$ cat src/rtl/snn_teacher_scorer.sv
// Teacher-spike generator and winner-take-all scorer for the SNN output layer.
// Drives periodic teacher spikes into the labelled neuron and scores each pattern window.
module snn_teacher_scorer #(
  parameter int P_NEURONS      = 8,
  parameter int P_LABEL_W      = 3,
  parameter int P_WINDOW       = 100,
  parameter int P_TEACH_PERIOD = 5,
  parameter int P_CNT_W        = 8,
  parameter int P_SCORE_W      = 16
) (
  input  logic                 i_clk,
  input  logic                 i_rst_n,
  input  logic                 i_pattern_start,
  input  logic [P_LABEL_W-1:0] i_label,
  input  logic                 i_end_of_epochs,
  input  logic [P_NEURONS-1:0] i_neuron_spike,
  output logic [P_NEURONS-1:0] o_teacher_spike,
  output logic                 o_window_active,
  output logic                 o_result_valid,
  output logic [P_LABEL_W-1:0] o_winner,
  output logic                 o_correct,
  output logic                 o_no_fire,
  output logic [P_SCORE_W-1:0] o_pattern_count,
  output logic [P_SCORE_W-1:0] o_correct_count,
  output logic                 o_frozen,
  output logic                 o_overrun
);

  // Sized so that wc + 1 on the last window cycle never wraps.
  localparam int WC_W = $clog2(P_WINDOW + 1);
  localparam logic [WC_W-1:0]      WC_ONE    = {{(WC_W-1){1'b0}}, 1'b1};
  localparam logic [P_CNT_W-1:0]   CNT_ONE   = {{(P_CNT_W-1){1'b0}}, 1'b1};
  localparam logic [P_CNT_W-1:0]   CNT_MAX   = {P_CNT_W{1'b1}};
  localparam logic [P_SCORE_W-1:0] SCORE_ONE = {{(P_SCORE_W-1){1'b0}}, 1'b1};
  localparam logic [P_SCORE_W-1:0] SCORE_MAX = {P_SCORE_W{1'b1}};

  typedef enum logic [1:0] {
    ST_IDLE   = 2'd0,
    ST_WINDOW = 2'd1,
    ST_DECIDE = 2'd2
  } state_t;

  state_t                 state_r, state_nxt_s;
  logic [WC_W-1:0]        wc_r;
  logic [P_LABEL_W-1:0]   label_r;
  logic [P_CNT_W-1:0]     cnt_r [P_NEURONS];

  logic                   wc_last_s, label_ok_s, teach_slot_s, freeze_s, busy_s;
  logic                   fired_s, correct_s;
  logic [P_LABEL_W-1:0]   best_idx_s;
  logic [P_CNT_W-1:0]     best_cnt_s;

  assign o_window_active = (state_r == ST_WINDOW);

  // Window bookkeeping flags derived from the current state and window counter.
  always_comb begin
    wc_last_s    = (int'(wc_r) == (P_WINDOW - 32'sd1));
    label_ok_s   = (int'(label_r) < P_NEURONS);
    teach_slot_s = (state_r == ST_WINDOW) && ((int'(wc_r) % P_TEACH_PERIOD) == 32'sd0);
    freeze_s     = i_end_of_epochs && !o_frozen;
    busy_s       = (state_r == ST_WINDOW) || (state_r == ST_DECIDE);
  end

  // Argmax over the spike counters; strict compare keeps ties on the lowest index.
  always_comb begin
    best_idx_s = {P_LABEL_W{1'b0}};
    best_cnt_s = cnt_r[0];
    fired_s    = 1'b0;
    for (int n = 0; n < P_NEURONS; n++) begin
      best_idx_s = (cnt_r[n] > best_cnt_s) ? P_LABEL_W'(n) : best_idx_s;
      best_cnt_s = (cnt_r[n] > best_cnt_s) ? cnt_r[n] : best_cnt_s;
      fired_s    = fired_s | (cnt_r[n] != {P_CNT_W{1'b0}});
    end
    correct_s = fired_s && label_ok_s && (best_idx_s == label_r);
  end

  // Teacher spike: one-hot of the latched label on every teaching slot while not frozen.
  always_comb begin
    o_teacher_spike = {P_NEURONS{1'b0}};
    if (teach_slot_s && !o_frozen && label_ok_s) begin
      for (int n = 0; n < P_NEURONS; n++) begin
        o_teacher_spike[n] = (int'(label_r) == n);
      end
    end else begin
      o_teacher_spike = {P_NEURONS{1'b0}};
    end
  end

  // Next-state logic.
  always_comb begin
    state_nxt_s = state_r;
    case (state_r)
      ST_IDLE: begin
        if (i_pattern_start) begin
          state_nxt_s = ST_WINDOW;
        end else begin
          state_nxt_s = ST_IDLE;
        end
      end
      ST_WINDOW: begin
        if (wc_last_s) begin
          state_nxt_s = ST_DECIDE;
        end else begin
          state_nxt_s = ST_WINDOW;
        end
      end
      ST_DECIDE: state_nxt_s = ST_IDLE;
      default:   state_nxt_s = ST_IDLE;
    endcase
  end

  // State register.
  always_ff @(posedge i_clk) begin
    if (!i_rst_n) begin
      state_r <= ST_IDLE;
    end else begin
      state_r <= state_nxt_s;
    end
  end

  // Window counter, label latch and saturating per-neuron spike counters.
  always_ff @(posedge i_clk) begin
    if (!i_rst_n) begin
      wc_r    <= {WC_W{1'b0}};
      label_r <= {P_LABEL_W{1'b0}};
      for (int n = 0; n < P_NEURONS; n++) cnt_r[n] <= {P_CNT_W{1'b0}};
    end else if ((state_r == ST_IDLE) && i_pattern_start) begin
      wc_r    <= {WC_W{1'b0}};
      label_r <= i_label;
      for (int n = 0; n < P_NEURONS; n++) cnt_r[n] <= {P_CNT_W{1'b0}};
    end else if (state_r == ST_WINDOW) begin
      wc_r <= wc_r + WC_ONE;
      for (int n = 0; n < P_NEURONS; n++) begin
        if (i_neuron_spike[n] && (cnt_r[n] != CNT_MAX)) cnt_r[n] <= cnt_r[n] + CNT_ONE;
      end
    end
  end

  // Result registers, score counters and sticky status; a freeze clear beats a same-edge result.
  always_ff @(posedge i_clk) begin
    if (!i_rst_n) begin
      o_result_valid  <= 1'b0;
      o_winner        <= {P_LABEL_W{1'b0}};
      o_correct       <= 1'b0;
      o_no_fire       <= 1'b0;
      o_pattern_count <= {P_SCORE_W{1'b0}};
      o_correct_count <= {P_SCORE_W{1'b0}};
      o_frozen        <= 1'b0;
      o_overrun       <= 1'b0;
    end else begin
      o_result_valid <= (state_r == ST_DECIDE);
      if (state_r == ST_DECIDE) begin
        o_winner  <= best_idx_s;
        o_correct <= correct_s;
        o_no_fire <= !fired_s;
      end
      if (busy_s && i_pattern_start) o_overrun <= 1'b1;
      if (freeze_s) begin
        o_frozen        <= 1'b1;
        o_pattern_count <= {P_SCORE_W{1'b0}};
        o_correct_count <= {P_SCORE_W{1'b0}};
      end else if (state_r == ST_DECIDE) begin
        if (o_pattern_count != SCORE_MAX) o_pattern_count <= o_pattern_count + SCORE_ONE;
        if (correct_s && (o_correct_count != SCORE_MAX)) o_correct_count <= o_correct_count + SCORE_ONE;
      end
    end
  end

endmodule

$ cat config.mk
export PLATFORM = sky130hd
export DESIGN_NAME = snn_teacher_scorer
export DESIGN_NICKNAME = d
export VERILOG_FILES = /design/src/rtl/snn_teacher_scorer.sv
export SDC_FILE = /design/constraint.sdc
export NUM_CORES = 1
export LEC_CHECK = 0
export CORE_UTILIZATION = 60
export CTS_CLUSTER_DIAMETER = 120
export DETAILED_ROUTE_END_ITERATION = 7
export PLACE_DENSITY = 0.81
export SLEW_MARGIN = 30
export SYNTH_ARGS = -nofsm -noshare
export SYNTH_HDL_FRONTEND = slang
export SYNTH_SLANG_ARGS = --single-unit
$ cat constraint.sdc
create_clock -name i_clk -period 16.2 [get_ports i_clk]
set_input_delay 3.24 -clock i_clk [delete_from_list [all_inputs] [get_ports i_clk]]
set_output_delay 3.24 -clock i_clk [all_outputs]
set_load 0.05 [all_outputs]
==> impl_metrics.env, run 1 <==
export IMPL_via_per_inst=6.072
export IMPL_rows=44
export IMPL_syn_avg_cell_area_um2=8.224
export IMPL_cts_tree="built"
export IMPL_cts_buffer_depth=2
export IMPL_grt_max_degree=31
export IMPL_critPathMaxFanout=29
export IMPL_antenna_found_initial=0
export IMPL_clkLatencyLatePin_ns=0.42
export IMPL_synth_common_cells="nor2_1, nand2_1, ha_1"
export IMPL_r2r_end="o_correct_count[15]"
export IMPL_worst_hold_slack_ns=0.4862
export IMPL_r2r_start="cnt_r[0][1]"
export IMPL_hp_start="o_overrun"
export IMPL_synth_async_sr_flop_share_pct=0
export IMPL_fin_ws_ns=1.082
export IMPL_synth_seq_cells=116
export IMPL_drive_gt1_share_pct=5.882
export IMPL_first_pass_iters=5
export IMPL_crit_path_frequent_cell="a21oi_1"
export IMPL_synthTopCellsByArea="edfxtp_1, dfxtp_1, ha_1"
export IMPL_multi_input_area_um2=5634
export IMPL_htree_levels=4
export IMPL_min_to="o_overrun"
export IMPL_cp_required_ns=16.55
export IMPL_gr_total_overflow=0
export IMPL_syn_to_final_growth_pct=16.03
export IMPL_fin_setup_tns_ns=0
export IMPL_grt_first_pass_wirelength_um=35420
export IMPL_die_area_um2=15350
export IMPL_yosysUniqueCellTypes=76
export IMPL_numPortBuffers=63
export IMPL_max_cap_violations=0
export IMPL_synth_area_leader_cell="edfxtp_1"
export IMPL_wl_per_cell_um=16.36
export IMPL_cts_clk_slew_worst_paths_ns=0.05
export IMPL_top_layer="met4"
export IMPL_core_area_um2=14530
export IMPL_track_usage_pct=29.48
export IMPL_routed_wl_um=21920
export IMPL_layout_nets=1240
export IMPL_gp_congestion=0.9179
export IMPL_grt_pass1_vias=7443
export IMPL_yosysSeqAreaShare_pct=32.34
export IMPL_finClkSkew_ns=0.01076
export IMPL_power_density_nw_per_um2=142.7
export IMPL_synth_top_cell_area_share_pct=18.86
export IMPL_cts_buffers=17
export IMPL_status="finished, final reports clean"
export IMPL_start_util_pct=61.34
export IMPL_hp_class="reg2reg"
export IMPL_finalPower_w=0.001476
export IMPL_holdPathStages=2
export IMPL_antennaDiodeCount=0
export IMPL_dp_hpwl_um=15910
export IMPL_arrival_ns=15.47
export IMPL_synth_fp_nets=1180
export IMPL_wl_met2_um=10280
export IMPL_maxSlewHeadroom_pct=43.08
export IMPL_reg2reg_slack_ns=1.08
export IMPL_drtIter0Drc=542
export IMPL_die_x_um=123.9
export IMPL_fillers=1158
export IMPL_cp_end_kind="register"
export IMPL_ir_drop_mv=0.1120
export IMPL_post_place_ws_ns=0.3789
export IMPL_seq_area_um2=2883
export IMPL_ys_flop_type="dfxtp_1"
export IMPL_fmax_mhz=66.14
export IMPL_cts_root_buf="clkbuf_16"
export IMPL_cp_slowest_cell="or4b_1"
export IMPL_worst_slew_pin_slew_ns=0.8428
export IMPL_worstSetupPathType="reg2reg"
export IMPL_fin_util_pct=71.17
export IMPL_drt_met1_wl_um=9937
export IMPL_setup_viol=0
export IMPL_syn_area_um2=8915
export IMPL_final_hold_violation_count=0
export IMPL_die_height_um=123.9
export IMPL_drc=0
export IMPL_reg2reg_depth=71
export IMPL_synth_edf_count=56
export IMPL_ios=64
export IMPL_antenna_left=0
export IMPL_drv_slew=0
export IMPL_via_count=8137
export IMPL_leakagePower_nw=4.080
export IMPL_yosysWarnings=0
export IMPL_yosysMostFrequentCell="nor2_1"
export IMPL_cts_sinks=116
export IMPL_max_stage_delay_ns=0.60
export IMPL_finalCritPeriodShare_pct=93.32
export IMPL_synthCells=1084
export IMPL_holdBufCountCts=0
export IMPL_cp_start_kind="register"
export IMPL_dr_wl_met3_um=1155
export IMPL_min_period_ns=15.12
## cells by family after synthesis
kind of cell             count (synthesis)  synth area share (%)
AO/OA/AOI/OAI                          220                 16.04
XOR/XNOR                                72                 7.074
adder cells (fa/ha/maj)                 83                 11.59
buffers and inverters                  113                 4.856
flip-flops                             116                 32.34
multiplexers                            29                 3.382
AND/OR/NAND/NOR                        451                 24.72
## per-stage QoR
step / instance area (µm²) / instances
after global routing: 10340 / 1340
after floorplan: 8915 / 1084
after detailed placement: 9686 / 1303
after global placement: 9681 / 1303
after CTS: 10270 / 1334
final: 10340 / 1340
## worst max path at each step
stage	startpoint	to	slack [ns]
finish	cnt_r[0][1]	o_correct_count[15]	1.08
global route	cnt_r[0][2]	o_correct_count[13]	-0.1
global placement	cnt_r[0][2]	o_correct_count[13]	0.85
detailed placement	cnt_r[0][1]	o_correct_count[13]	0.38
floorplan	cnt_r[0][9]	o_correct_count[13]	1.57
CTS	cnt_r[0][1]	o_correct_count[13]	0.29
## layout make-up
type / instances / share of cell area, %
tap: 184 / 2.226
multi-input combinational: 855 / 54.47
clock buffer: 25 / 5.322
clock inverter: 6 / 0.3508
inverter: 81 / 2.939
sequential: 116 / 27.87
timing repair buffer: 73 / 6.822
## worst max-delay path: cells and delay by family (launching register included)
kind | cells | cell delay, ns
buf+inv | 6 | 0.76
compound gates | 37 | 7.32
fa+ha+maj | 7 | 2.06
simple gates | 18 | 3.45
flops | 1 | 0.41
mux | 3 | 1.05
## where the power goes
part | internal (W) | leakage (nW) | switching, W
combinational | 0.000316 | 2.69 | 0.000453
clock | 0.000235 | 0.294 | 0.000130
sequential | 0.000320 | 1.10 | 0.0000221
total | 0.000871 | 4.08 | 0.000605
## registers in the layout, summed over array words and instances, names as in the netlist
| name | flops |
|---|---|
| o_winner | 3 |
| o_overrun | 1 |
| cnt_r | 64 |
| o_result_valid | 1 |
| o_no_fire | 1 |
| o_correct_count | 16 |
| o_frozen | 1 |
| o_correct | 1 |
| wc_r | 7 |
| label_r | 3 |
| state_r | 2 |
| o_pattern_count | 16 |
## routing by layer
metal	vias to the layer above	GRT usage, %
met5	-	0
met4	0	9.896
met3	36	6.868
met2	237	48.75
met1	3851	37.78
li1	4013	-
## timing repair
| item | CTS | global route |
|---|---|---|
| resized for setup | 0 | 4 |
| setup endpoints to repair | 0 | 17 |
| setup buffers | 0 | 6 |
## cells in the final DEF (no fill, tap or decap), types with 20 or more instances in the layout
| cell | n |
|---|---|
| xnor2_1 | 27 |
| nand2_1 | 95 |
| mux2i_1 | 20 |
| dfxtp_1 | 60 |
| nor2_1 | 142 |
| edfxtp_1 | 56 |
| clkbuf_16 | 21 |
| or3_1 | 20 |
| xor2_1 | 44 |
| nand3_1 | 57 |
| o21ai_0 | 53 |
| a21oi_1 | 74 |
| clkdlybuf4s50_1 | 63 |
| nand4_1 | 24 |
| and3_1 | 22 |
| inv_1 | 79 |
| ha_1 | 81 |
Power figures use the tool's default switching activity.
==> inputs of run 2 (changes only) <==
- ABC_CLOCK_PERIOD_IN_PS: default -> 16200
- PLACE_DENSITY: 0.81 -> default
- PLACE_DENSITY_LB_ADDON: default -> 0.05
==> impl_metrics.env, run 2 (synthesis gave the netlist of run 1 again) <==
export IMPL_die_height_um=123.9
export IMPL_post_place_ws_ns=0.4152
export IMPL_routed_wl_um=22290
export IMPL_antennaDiodeCount=0
export IMPL_die_area_um2=15350
export IMPL_setup_viol=0
export IMPL_dp_cells=1304
export IMPL_gr_total_overflow=0
export IMPL_arrival_ns=15.33
export IMPL_dp_hpwl_um=15990
export IMPL_layout_nets=1238
export IMPL_reg2reg_depth=72
export IMPL_final_cells=1339
export IMPL_fillers=1183
export IMPL_fin_ws_ns=1.228
export IMPL_seq_area_um2=2883
export IMPL_grt_first_pass_wirelength_um=35540
export IMPL_antenna_left=0
export IMPL_reg2reg_slack_ns=1.23
export IMPL_cts_sinks=116
export IMPL_antenna_found_initial=0
export IMPL_leakagePower_nw=4.091
export IMPL_status="finished, final reports clean"
export IMPL_cts_buffers=17
export IMPL_hp_class="reg2reg"
export IMPL_first_pass_iters=8
export IMPL_grt_pass1_vias=7348
export IMPL_dpl_cell_area_um2=9693
export IMPL_hp_start="o_overrun"
export IMPL_cts_root_buf="clkbuf_16"
export IMPL_rows=44
export IMPL_die_x_um=123.9
export IMPL_max_stage_delay_ns=0.56
export IMPL_dr_wl_met3_um=1329
export IMPL_holdPathStages=2
export IMPL_fin_setup_tns_ns=0
export IMPL_r2r_start="cnt_r[0][1]"
export IMPL_drc=0
export IMPL_wl_per_cell_um=16.64
export IMPL_drt_met1_wl_um=10110
export IMPL_min_to="o_overrun"
export IMPL_cts_buffer_depth=2
export IMPL_via_per_inst=6.080
export IMPL_reg_top3="cnt_r x64, o_correct_count x16, o_pattern_count x16"
export IMPL_fmax_mhz=66.79
export IMPL_start_util_pct=61.34
export IMPL_rsz0062_at_grt="no"
export IMPL_drive_gt1_share_pct=5.887
export IMPL_largest_register="cnt_r"
export IMPL_worstSetupPathType="reg2reg"
export IMPL_cts_tree="built"
export IMPL_gp_congestion=0.9477
export IMPL_crit_path_frequent_cell="a21oi_1"
export IMPL_htree_levels=4
export IMPL_cp_end_kind="register"
export IMPL_maxSlewHeadroom_pct=37.90
export IMPL_design_area_um2=10390
export IMPL_track_usage_pct=29.77
export IMPL_power_density_nw_per_um2=144.3
export IMPL_largest_reg_flops=64
export IMPL_cts_clk_slew_worst_paths_ns=0.06
export IMPL_drv_slew=0
export IMPL_final_hold_violation_count=0
export IMPL_min_period_ns=14.97
export IMPL_worst_slew_pin_slew_ns=0.9284
export IMPL_finalCritPeriodShare_pct=92.42
export IMPL_r2r_end="o_correct_count[15]"
export IMPL_via_count=8141
export IMPL_finClkSkew_ns=0.009174
export IMPL_clkLatencyLatePin_ns=0.42
export IMPL_core_area_um2=14530
export IMPL_cp_start_kind="register"
export IMPL_top_layer="met4"
export IMPL_ios=64
export IMPL_cp_slowest_cell="or4b_1"
export IMPL_max_cap_violations=0
export IMPL_final_common_cell="nor2_1"
export IMPL_grt_max_degree=31
export IMPL_numPortBuffers=63
export IMPL_syn_to_final_growth_pct=16.52
export IMPL_multi_input_area_um2=5655
export IMPL_critPathMaxFanout=29
export IMPL_drtIter0Drc=556
export IMPL_wl_met2_um=10260
export IMPL_cp_required_ns=16.56
export IMPL_final_cell_mix="nor2_1, nand2_1, ha_1"
export IMPL_fin_util_pct=71.47
export IMPL_ir_drop_mv=0.1036
export IMPL_holdBufCountCts=0
==> run 2: worst max path at each step <==
stage	to	startpoint	slack, ns	depth (start not counted)
floorplan	o_correct_count[13]	cnt_r[0][9]	1.57	79
global placement	o_correct_count[15]	cnt_r[0][1]	0.84	72
detailed placement	o_correct_count[15]	cnt_r[0][1]	0.42	71
CTS	o_correct_count[15]	cnt_r[0][1]	0.24	72
global route	o_correct_count[15]	cnt_r[0][1]	0.01	74
finish	o_correct_count[15]	cnt_r[0][1]	1.23	72
==> run 2: routing by layer <==
layer,global-route usage (%),up-vias
met5,0,-
met4,11.46,0
met3,7.280,49
met2,48.02,263
met1,38.34,3811
li1,-,4018
==> run 2: cell type report <==
class	instances	area share (%)
multi-input combinational	856	54.44
tap	184	2.216
timing repair buffer	70	6.577
clock buffer	27	5.553
sequential	116	27.75
clock inverter	5	0.5300
inverter	81	2.927
==> run 2: stage by stage <==
step                      total power, W  hold slack (ns)
after floorplan                0.0009274           0.4703
after global placement          0.001051           0.4670
after detailed placement        0.001066           0.4604
after CTS                       0.001464           0.4886
after global routing            0.001609           0.5196
final                           0.001498           0.4844
==> run 2: worst max-delay path: cells and delay by family, from the launching register on <==
family	cells	cell delay, ns
simple gates	19	3.36
fa+ha+maj	7	2.05
buf+inv	6	0.69
flops	1	0.41
compound gates	36	7.23
mux	4	1.21
==> run 2: what timing repair did <==
action / CTS / global route
endpoints found under the setup margin: 0 / 17
hold endpoints to repair: 0 / 0
setup buffers: 0 / 2
gates resized for setup: 0 / 7
==> run 2: power by group <==
part,internal [W],leakage (nW),switching (W)
Combinational,0.000308,2.68,0.000456
Clock,0.000259,0.315,0.000133
Sequential,0.000320,1.10,0.0000223
==> inputs of run 3 (changes only) <==
- HOLD_SLACK_MARGIN: default -> 0.05
==> results of run 3 <==
Final layout, timing and power as in run 2 (identical DEF).
